--- src/rtl/count_step_conditioner.sv ---
// count_step_conditioner: turns a raw, bouncing pushbutton into clean
// single-cycle count-enable pulses, with optional auto-repeat while held.
//   clk        system clock, all state on the rising edge
//   rst_n      asynchronous active-low reset
//   btn_in     raw asynchronous pushbutton, active-high
//   repeat_en  1 enables auto-repeat while the button is held
//   step_pulse one-cycle count-enable pulse (registered)
//   btn_level  debounced button level (registered)
//   repeating  high while the auto-repeat FSM is in HOLD_REPEAT (registered)
module count_step_conditioner #(
  parameter int unsigned DEBOUNCE_CYCLES = 4,
  parameter int unsigned REPEAT_DELAY    = 8,
  parameter int unsigned REPEAT_PERIOD   = 3
) (
  input  logic clk,
  input  logic rst_n,
  input  logic btn_in,
  input  logic repeat_en,
  output logic step_pulse,
  output logic btn_level,
  output logic repeating
);

  localparam int unsigned DB_W    = (DEBOUNCE_CYCLES > 1) ? $clog2(DEBOUNCE_CYCLES) : 1;
  localparam int unsigned RPT_MAX = (REPEAT_DELAY > REPEAT_PERIOD) ? REPEAT_DELAY : REPEAT_PERIOD;
  localparam int unsigned RPT_W   = (RPT_MAX > 1) ? $clog2(RPT_MAX) : 1;

  localparam logic [DB_W-1:0]  DB_LAST     = DB_W'(DEBOUNCE_CYCLES - 1);
  localparam logic [RPT_W-1:0] DELAY_LAST  = RPT_W'(REPEAT_DELAY - 1);
  localparam logic [RPT_W-1:0] PERIOD_LAST = RPT_W'(REPEAT_PERIOD - 1);

  typedef enum logic [1:0] {
    IDLE        = 2'd0,
    HOLD_DELAY  = 2'd1,
    HOLD_REPEAT = 2'd2
  } state_t;

  logic            sync1;
  logic            sync2;
  logic [DB_W-1:0] db_cnt;

  state_t           state_q;
  state_t           state_d;
  logic [RPT_W-1:0] rpt_cnt;
  logic [RPT_W-1:0] rpt_d;
  logic             pulse_d;

  // The debounced level flips on this edge; direction tells press from release.
  logic db_flip;
  logic press;
  logic release_evt;

  assign db_flip     = (sync2 != btn_level) && (db_cnt == DB_LAST);
  assign press       = db_flip && !btn_level;
  assign release_evt = db_flip &&  btn_level;

  // Two-flop synchronizer followed by the integrating debouncer.
  always_ff @(posedge clk or negedge rst_n) begin
    if (!rst_n) begin
      sync1     <= 1'b0;
      sync2     <= 1'b0;
      db_cnt    <= '0;
      btn_level <= 1'b0;
    end else begin
      sync1 <= btn_in;
      sync2 <= sync1;
      if (sync2 == btn_level) begin
        db_cnt <= '0;
      end else if (db_cnt == DB_LAST) begin
        btn_level <= sync2;
        db_cnt    <= '0;
      end else begin
        db_cnt <= db_cnt + DB_W'(1);
      end
    end
  end

  // Auto-repeat FSM state register.
  always_ff @(posedge clk or negedge rst_n) begin
    if (!rst_n) begin
      state_q    <= IDLE;
      rpt_cnt    <= '0;
      step_pulse <= 1'b0;
      repeating  <= 1'b0;
    end else begin
      state_q    <= state_d;
      rpt_cnt    <= rpt_d;
      step_pulse <= pulse_d;
      repeating  <= (state_d == HOLD_REPEAT);
    end
  end

  // Next-state logic; a release beats a repeat terminal count on the same edge.
  always_comb begin
    state_d = state_q;
    rpt_d   = rpt_cnt;
    pulse_d = 1'b0;
    if (release_evt) begin
      state_d = IDLE;
      rpt_d   = '0;
    end else begin
      case (state_q)
        IDLE: begin
          if (press) begin
            pulse_d = 1'b1;
            rpt_d   = '0;
            state_d = HOLD_DELAY;
          end
        end
        HOLD_DELAY: begin
          if (!repeat_en) begin
            rpt_d = '0;
          end else if (rpt_cnt == DELAY_LAST) begin
            pulse_d = 1'b1;
            rpt_d   = '0;
            state_d = HOLD_REPEAT;
          end else begin
            rpt_d = rpt_cnt + RPT_W'(1);
          end
        end
        HOLD_REPEAT: begin
          if (!repeat_en) begin
            rpt_d   = '0;
            state_d = HOLD_DELAY;
          end else if (rpt_cnt == PERIOD_LAST) begin
            pulse_d = 1'b1;
            rpt_d   = '0;
          end else begin
            rpt_d = rpt_cnt + RPT_W'(1);
          end
        end
        default: begin
          state_d = IDLE;
          rpt_d   = '0;
        end
      endcase
    end
  end

endmodule

--- config.mk ---
export PLATFORM = sky130hd
export DESIGN_NAME = count_step_conditioner
export DESIGN_NICKNAME = d
export VERILOG_FILES = /design/src/rtl/count_step_conditioner.sv
export SDC_FILE = /design/constraint.sdc
export NUM_CORES = 1
export LEC_CHECK = 0
export ABC_AREA = 1
export ABC_CLOCK_PERIOD_IN_PS = 1900
export CAP_MARGIN = 15
export CELL_PAD_IN_SITES_DETAIL_PLACEMENT = 0
export CELL_PAD_IN_SITES_GLOBAL_PLACEMENT = 1
export CORE_AREA = 5 5 49 51
export DETAILED_ROUTE_END_ITERATION = 8
export DIE_AREA = 0 0 54 56
export GPL_TIMING_DRIVEN = 0
export PLACE_DENSITY_LB_ADDON = 0.2
export SLEW_MARGIN = 10
export SYNTH_ARGS = -nofsm -noshare
export SYNTH_HDL_FRONTEND = slang
export SYNTH_SLANG_ARGS = --single-unit
--- constraint.sdc ---
create_clock -name clk -period 1.9 [get_ports clk]
set_input_delay 0.285 -clock clk [delete_from_list [all_inputs] [get_ports clk]]
set_output_delay 0.285 -clock clk [all_outputs]
set_load 0.02 [all_outputs]
==> flow_summary.ini, run 1 <==
[outcome]
outcome = finished, final reports clean

[floorplan]
ios = 7
chipHeight_um = 56
die-width_um = 54
design.core.area_um2 = 1900
initial_core_util_pct = 37.4
floorplan.rows = 16
dieArea_um2 = 3020

[timing]
hold_ws_ps = 352
timing.final.crit_share_pct = 86.7
number_of_hold_violations_in_the_final_report = 0
tightestPinTransition_ps = 531
timing.clock.skew_ps = 7.33
maxSlewHeadroom_pct = 64.5
period_minus_slack_ps = 1650
final_max_slew_viol_count = 0
clock.fmax_mhz = 607
setup_violations = 0
tns_ps = 0
setup_repair_after_global_routing_missed_its_margin = false

[global_route]
overflow = 0
wire_length_of_the_first_global_routing_pass_um = 2270
grt_max_degree = 13
grt_util_all_layers_pct = 10.3
grt_antenna_before_repair = 0
number_of_global_route_vias_before_repair = 531

[worst_setup_path]
slowest_stage_cell_cp = clkdlybuf4s50_1
cpPeakStageDelay_ps = 640
crit_path_max_fanout = 5
cp-end-kind = primary output
ff2ff_path_depth = 8
crit_buf_inv = 1
worstPathCellList = clkdlybuf4s50_1
path_class = register to primary output
cp_data_arrival_time_ps = 1360
data_required_time_of_the_worst_path_ps = 1620
critPathLaunchType = register
crit_family = buffers and inverters
worstSetupStartpoint = btn_level
r2r-start = rpt_cnt[0]
critical_path_cell_count = 1

[clock_tree]
cts_tree = built
post_cts_buffers = 0
clock-root-buffer = clkbuf_4
post_cts_resized = 0
cts.reportedPaths.clkPinSlew_ps = 80
cts.sink_count = 12
numCtsBuffers = 3
post_cts_hold_fix_bufs = 0
h-tree-depth = 1
clk-insertion-delay-late_ps = 270
clock_tree.buffer_depth = 2

[drt]
first_iter_violations = 8
detailedRoute.firstPassIterationCount = 4
detail_route.wl_per_cell_um = 10.2
total_number_of_vias = 539
wl_met2_um = 617
ant_nets = 0
wl_um = 1240
wire_length_on_met3_um = 40
via_per_inst = 4.42
route.layer.met1.wl_um = 581
drc = 0
top_signal_layer_used = met3

[hold_path]
min-delay-path-class = primary input to async pin

[final_layout]
syn2layout_area_growth_pct = 18.3
footprint_of_the_multi_input_gates_um2 = 350
n_fill_cell = 195
num-nets-final = 108
layout-drive-gt1-share_pct = 15.8
sequential_cell_area_um2 = 300
antenna-diode-count = 0

[pwr]
power.density_cell_area_nw_per_um2 = 916
report.power.total_mw = 0.770
static_leakage_nw = 0.441
power.ir.vdd_worst_v = 0.000516

[run]
cap_violations = 0

[place]
gp_routability_congestion = 0.812
dpl.hpwl_um = 997
port_buffers = 6

[synthesis]
post_synth.cell_area_avg_um2 = 8.36
mappedNetlistArea_um2 = 711
synthCells = 85
yosysWarnings = 0
syn-num-nets = 97
ys_types = 16
synth_sequential_area_ratio_pct = 42.3
postSynthRegisterBits = 12
[flip-flops by register name, indices dropped and copies added, names as in the netlist]
name / count
step_pulse: 1
btn_level: 1
db_cnt: 2
sync1: 1
state_q: 2
sync2: 1
repeating: 1
rpt_cnt: 3
[metrics by stage]
stage	std cells	utilization, %	setup slack, ps	cell area [um^2]
after global routing	122	44.2	205	841
final	122	44.2	253	841
after floorplan	85	-	535	711
after CTS	122	44.2	235	841
after detailed placement	118	42.3	418	805
after global placement	118	42.3	418	805
[cell families (layout without fill, tap and decap cells)]
family / count (synthesis) / count (layout) / share of synthesized area, %
flip-flops: 12 / 12 / 42.3
adder cells (fa/ha/maj): 8 / 8 / 14.1
AO/OA/AOI/OAI: 5 / 5 / 5.10
AND/OR/NAND/NOR: 44 / 44 / 30.1
buffers and inverters: 16 / 26 / 8.45
[cells in the mapped netlist]
cell type,number,share of area [%]
nor2_1,7,3.7
nor2_2,1,0.88
ha_1,8,14
dfrtp_1,12,42
o21ai_4,1,2.3
nor3_1,1,0.70
inv_1,13,6.9
nand3_1,5,3.5
nand2_2,2,1.8
nor2_4,1,1.6
o21ai_0,1,0.70
nand4_1,3,2.6
a21oi_1,3,2.1
nand3_2,3,4.2
inv_2,3,1.6
nand2_1,21,11
[path summary, 6_finish.rpt]
kind / end / slack (ps)
hold / removal: rpt_cnt[2] / 350
min in group clk: sync2 / 350
hold reg to reg: sync2 / 350
max in group asynchronous: state_q[1] / 1190
setup reg to reg: repeating / 400
setup / recovery: btn_level / 250
[where the power goes]
| part | switching [mW] | internal [mW] |
|---|---|---|
| Clock | 0.0839 | 0.116 |
| Sequential | 0.0346 | 0.293 |
| Combinational | 0.151 | 0.0915 |
| Total | 0.269 | 0.501 |
[layout make-up]
cell class	count	area share, %
clock buffer	4	4.32
inverter	16	7.14
multi-input combinational	57	41.7
sequential	12	35.7
tap	27	4.02
timing repair buffer	6	7.14
[metal layers]
metal	up-vias	global-route usage, %
li1	285	-
met1	248	12.5
met2	6	15.7
met3	0	4.83
met4	0	3.20
met5	-	0
[placed cells by master (no fill, tap or decap), types with 3 or more instances in the layout]
cell type / n
nand2_1: 21
inv_1: 13
dfrtp_1: 12
ha_1: 8
nor2_1: 7
clkdlybuf4s50_1: 6
nand3_1: 5
inv_2: 3
nand3_2: 3
nand4_1: 3
a21oi_1: 3
clkbuf_4: 3
No activity file was read; power rests on OpenSTA's default activity.
==> run 2: changes to the inputs <==
- MAX_ROUTING_LAYER: default -> met4
==> run 2 against run 1 <==
Clock-buffer cell count unchanged. Clock power about the same. Sequential cell count unchanged. Register-to-register slack about the same. Highest routed layer unchanged. Largest power group unchanged.
==> flow_summary.ini, run 2 (synthesized netlist as in run 1, its figures left out) <==
[outcome]
outcome = finished, final reports clean

[clock_tree]
h-tree-depth = 1
clk-insertion-delay-late_ps = 270
clock-root-buffer = clkbuf_4
cts_tree = built
post_cts_resized = 0
clock_tree.buffer_depth = 2
cts.reportedPaths.clkPinSlew_ps = 80
numCtsBuffers = 3
post_cts_buffers = 0
cts.sink_count = 12
post_cts_hold_fix_bufs = 0

[final_layout]
sequential_cell_area_um2 = 300
syn2layout_area_growth_pct = 18.3
n_fill_cell = 195
mostFrequentLayoutCell = nand2_1
footprint_of_the_multi_input_gates_um2 = 350
layout_top_registers = rpt_cnt: 3 flops, db_cnt: 2 flops, state_q: 2 flops
antenna-diode-count = 0
mostFrequentLayoutCells = 21 x nand2_1, 13 x inv_1, 12 x dfrtp_1
finish.instance_area_um2 = 841
layout-drive-gt1-share_pct = 15.8
num-nets-final = 108
registers.top_by_ff_count = rpt_cnt
utilization_pct = 44.2
largest_register_ffs = 3

[worst_setup_path]
r2r-end = repeating
crit_buf_inv = 1
worstPathCellList = clkdlybuf4s50_1
cpPeakStageDelay_ps = 640
crit_path_max_fanout = 5
path_class = register to primary output
cp_data_arrival_time_ps = 1360
crit_family = buffers and inverters
data_required_time_of_the_worst_path_ps = 1620
r2r-start = rpt_cnt[0]
cp-end-kind = primary output
ff2ff_path_depth = 8
slowest_stage_cell_cp = clkdlybuf4s50_1
worst-r2r-setup-slack_ps = 400
critPathLaunchType = register

[timing]
number_of_hold_violations_in_the_final_report = 0
timing.clock.skew_ps = 7.34
tns_ps = 0
setup_repair_after_global_routing_missed_its_margin = false
period_minus_slack_ps = 1650
clock.fmax_mhz = 607
setup_violations = 0
timing.final.crit_share_pct = 86.7
hold_ws_ps = 352
fin_ws_ps = 252
tightestPinTransition_ps = 535
final_max_slew_viol_count = 0
maxSlewHeadroom_pct = 64.2

[drt]
drc = 0
via_per_inst = 4.41
detailedRoute.firstPassIterationCount = 4
detail_route.wl_per_cell_um = 10.2
ant_nets = 0
total_number_of_vias = 538
first_iter_violations = 8
wl_um = 1240

[floorplan]
initial_core_util_pct = 37.4
dieArea_um2 = 3020
chipHeight_um = 56
ios = 7
floorplan.rows = 16
die-width_um = 54
design.core.area_um2 = 1900

[global_route]
grt_max_degree = 13
wire_length_of_the_first_global_routing_pass_um = 2270
grt_antenna_before_repair = 0
grt_util_all_layers_pct = 10.5
number_of_global_route_vias_before_repair = 533
overflow = 0

[hold_path]
worstHoldEndpoint = sync2
min-delay-path-class = register to register
min_delay_path_depth = 0
min-delay-start = sync1

[pwr]
static_leakage_nw = 0.441
power.density_cell_area_nw_per_um2 = 916
power.ir.vdd_worst_v = 0.000516

[place]
gp_routability_congestion = 0.824
port_buffers = 6
postPlaceCellArea_um2 = 805
dpl.hpwl_um = 997
dp_slack_ps = 418

[run]
cap_violations = 0
==> run 2: cell type report <==
cell class | instances | share of cell area, %
Clock buffer | 4 | 4.32
Inverter | 16 | 7.14
Multi-Input combinational cell | 57 | 41.7
Sequential cell | 12 | 35.7
Tap cell | 27 | 4.02
Timing Repair Buffer | 6 | 7.14
==> run 2: metrics by stage <==
stage          std cells  power (mW)
5_1_grt              122       0.832
3_3_place_gp         118       0.574
2_1_floorplan         85       0.504
3_5_place_dp         118       0.578
6_report             122       0.770
4_1_cts              122       0.789
==> run 2: metal layers <==
metal / GRT usage, % / vias up / routed length [um]
met2: 15.7 / 6 / 617
li1: - / 285 / -
met1: 12.5 / 247 / 581
met5: - / - / 0
met4: 3.20 / 0 / 0
met3: 4.83 / 0 / 40
==> run 2: where the power goes <==
part	switching (mW)	total [mW]	internal, mW
clock	0.0839	0.200	0.116
sequential	0.0346	0.328	0.293
combinational	0.151	0.242	0.0915
total	0.269	0.770	0.501
==> run 2: worst max-delay path by stage <==
stage / cells after the start / startpoint / endpoint
floorplan: 8 / rpt_cnt[0] / repeating
global placement: 8 / rpt_cnt[0] / repeating
detailed placement: 8 / rpt_cnt[0] / repeating
CTS: 1 / btn_level / btn_level
global route: 1 / btn_level / btn_level
finish: 1 / btn_level / btn_level
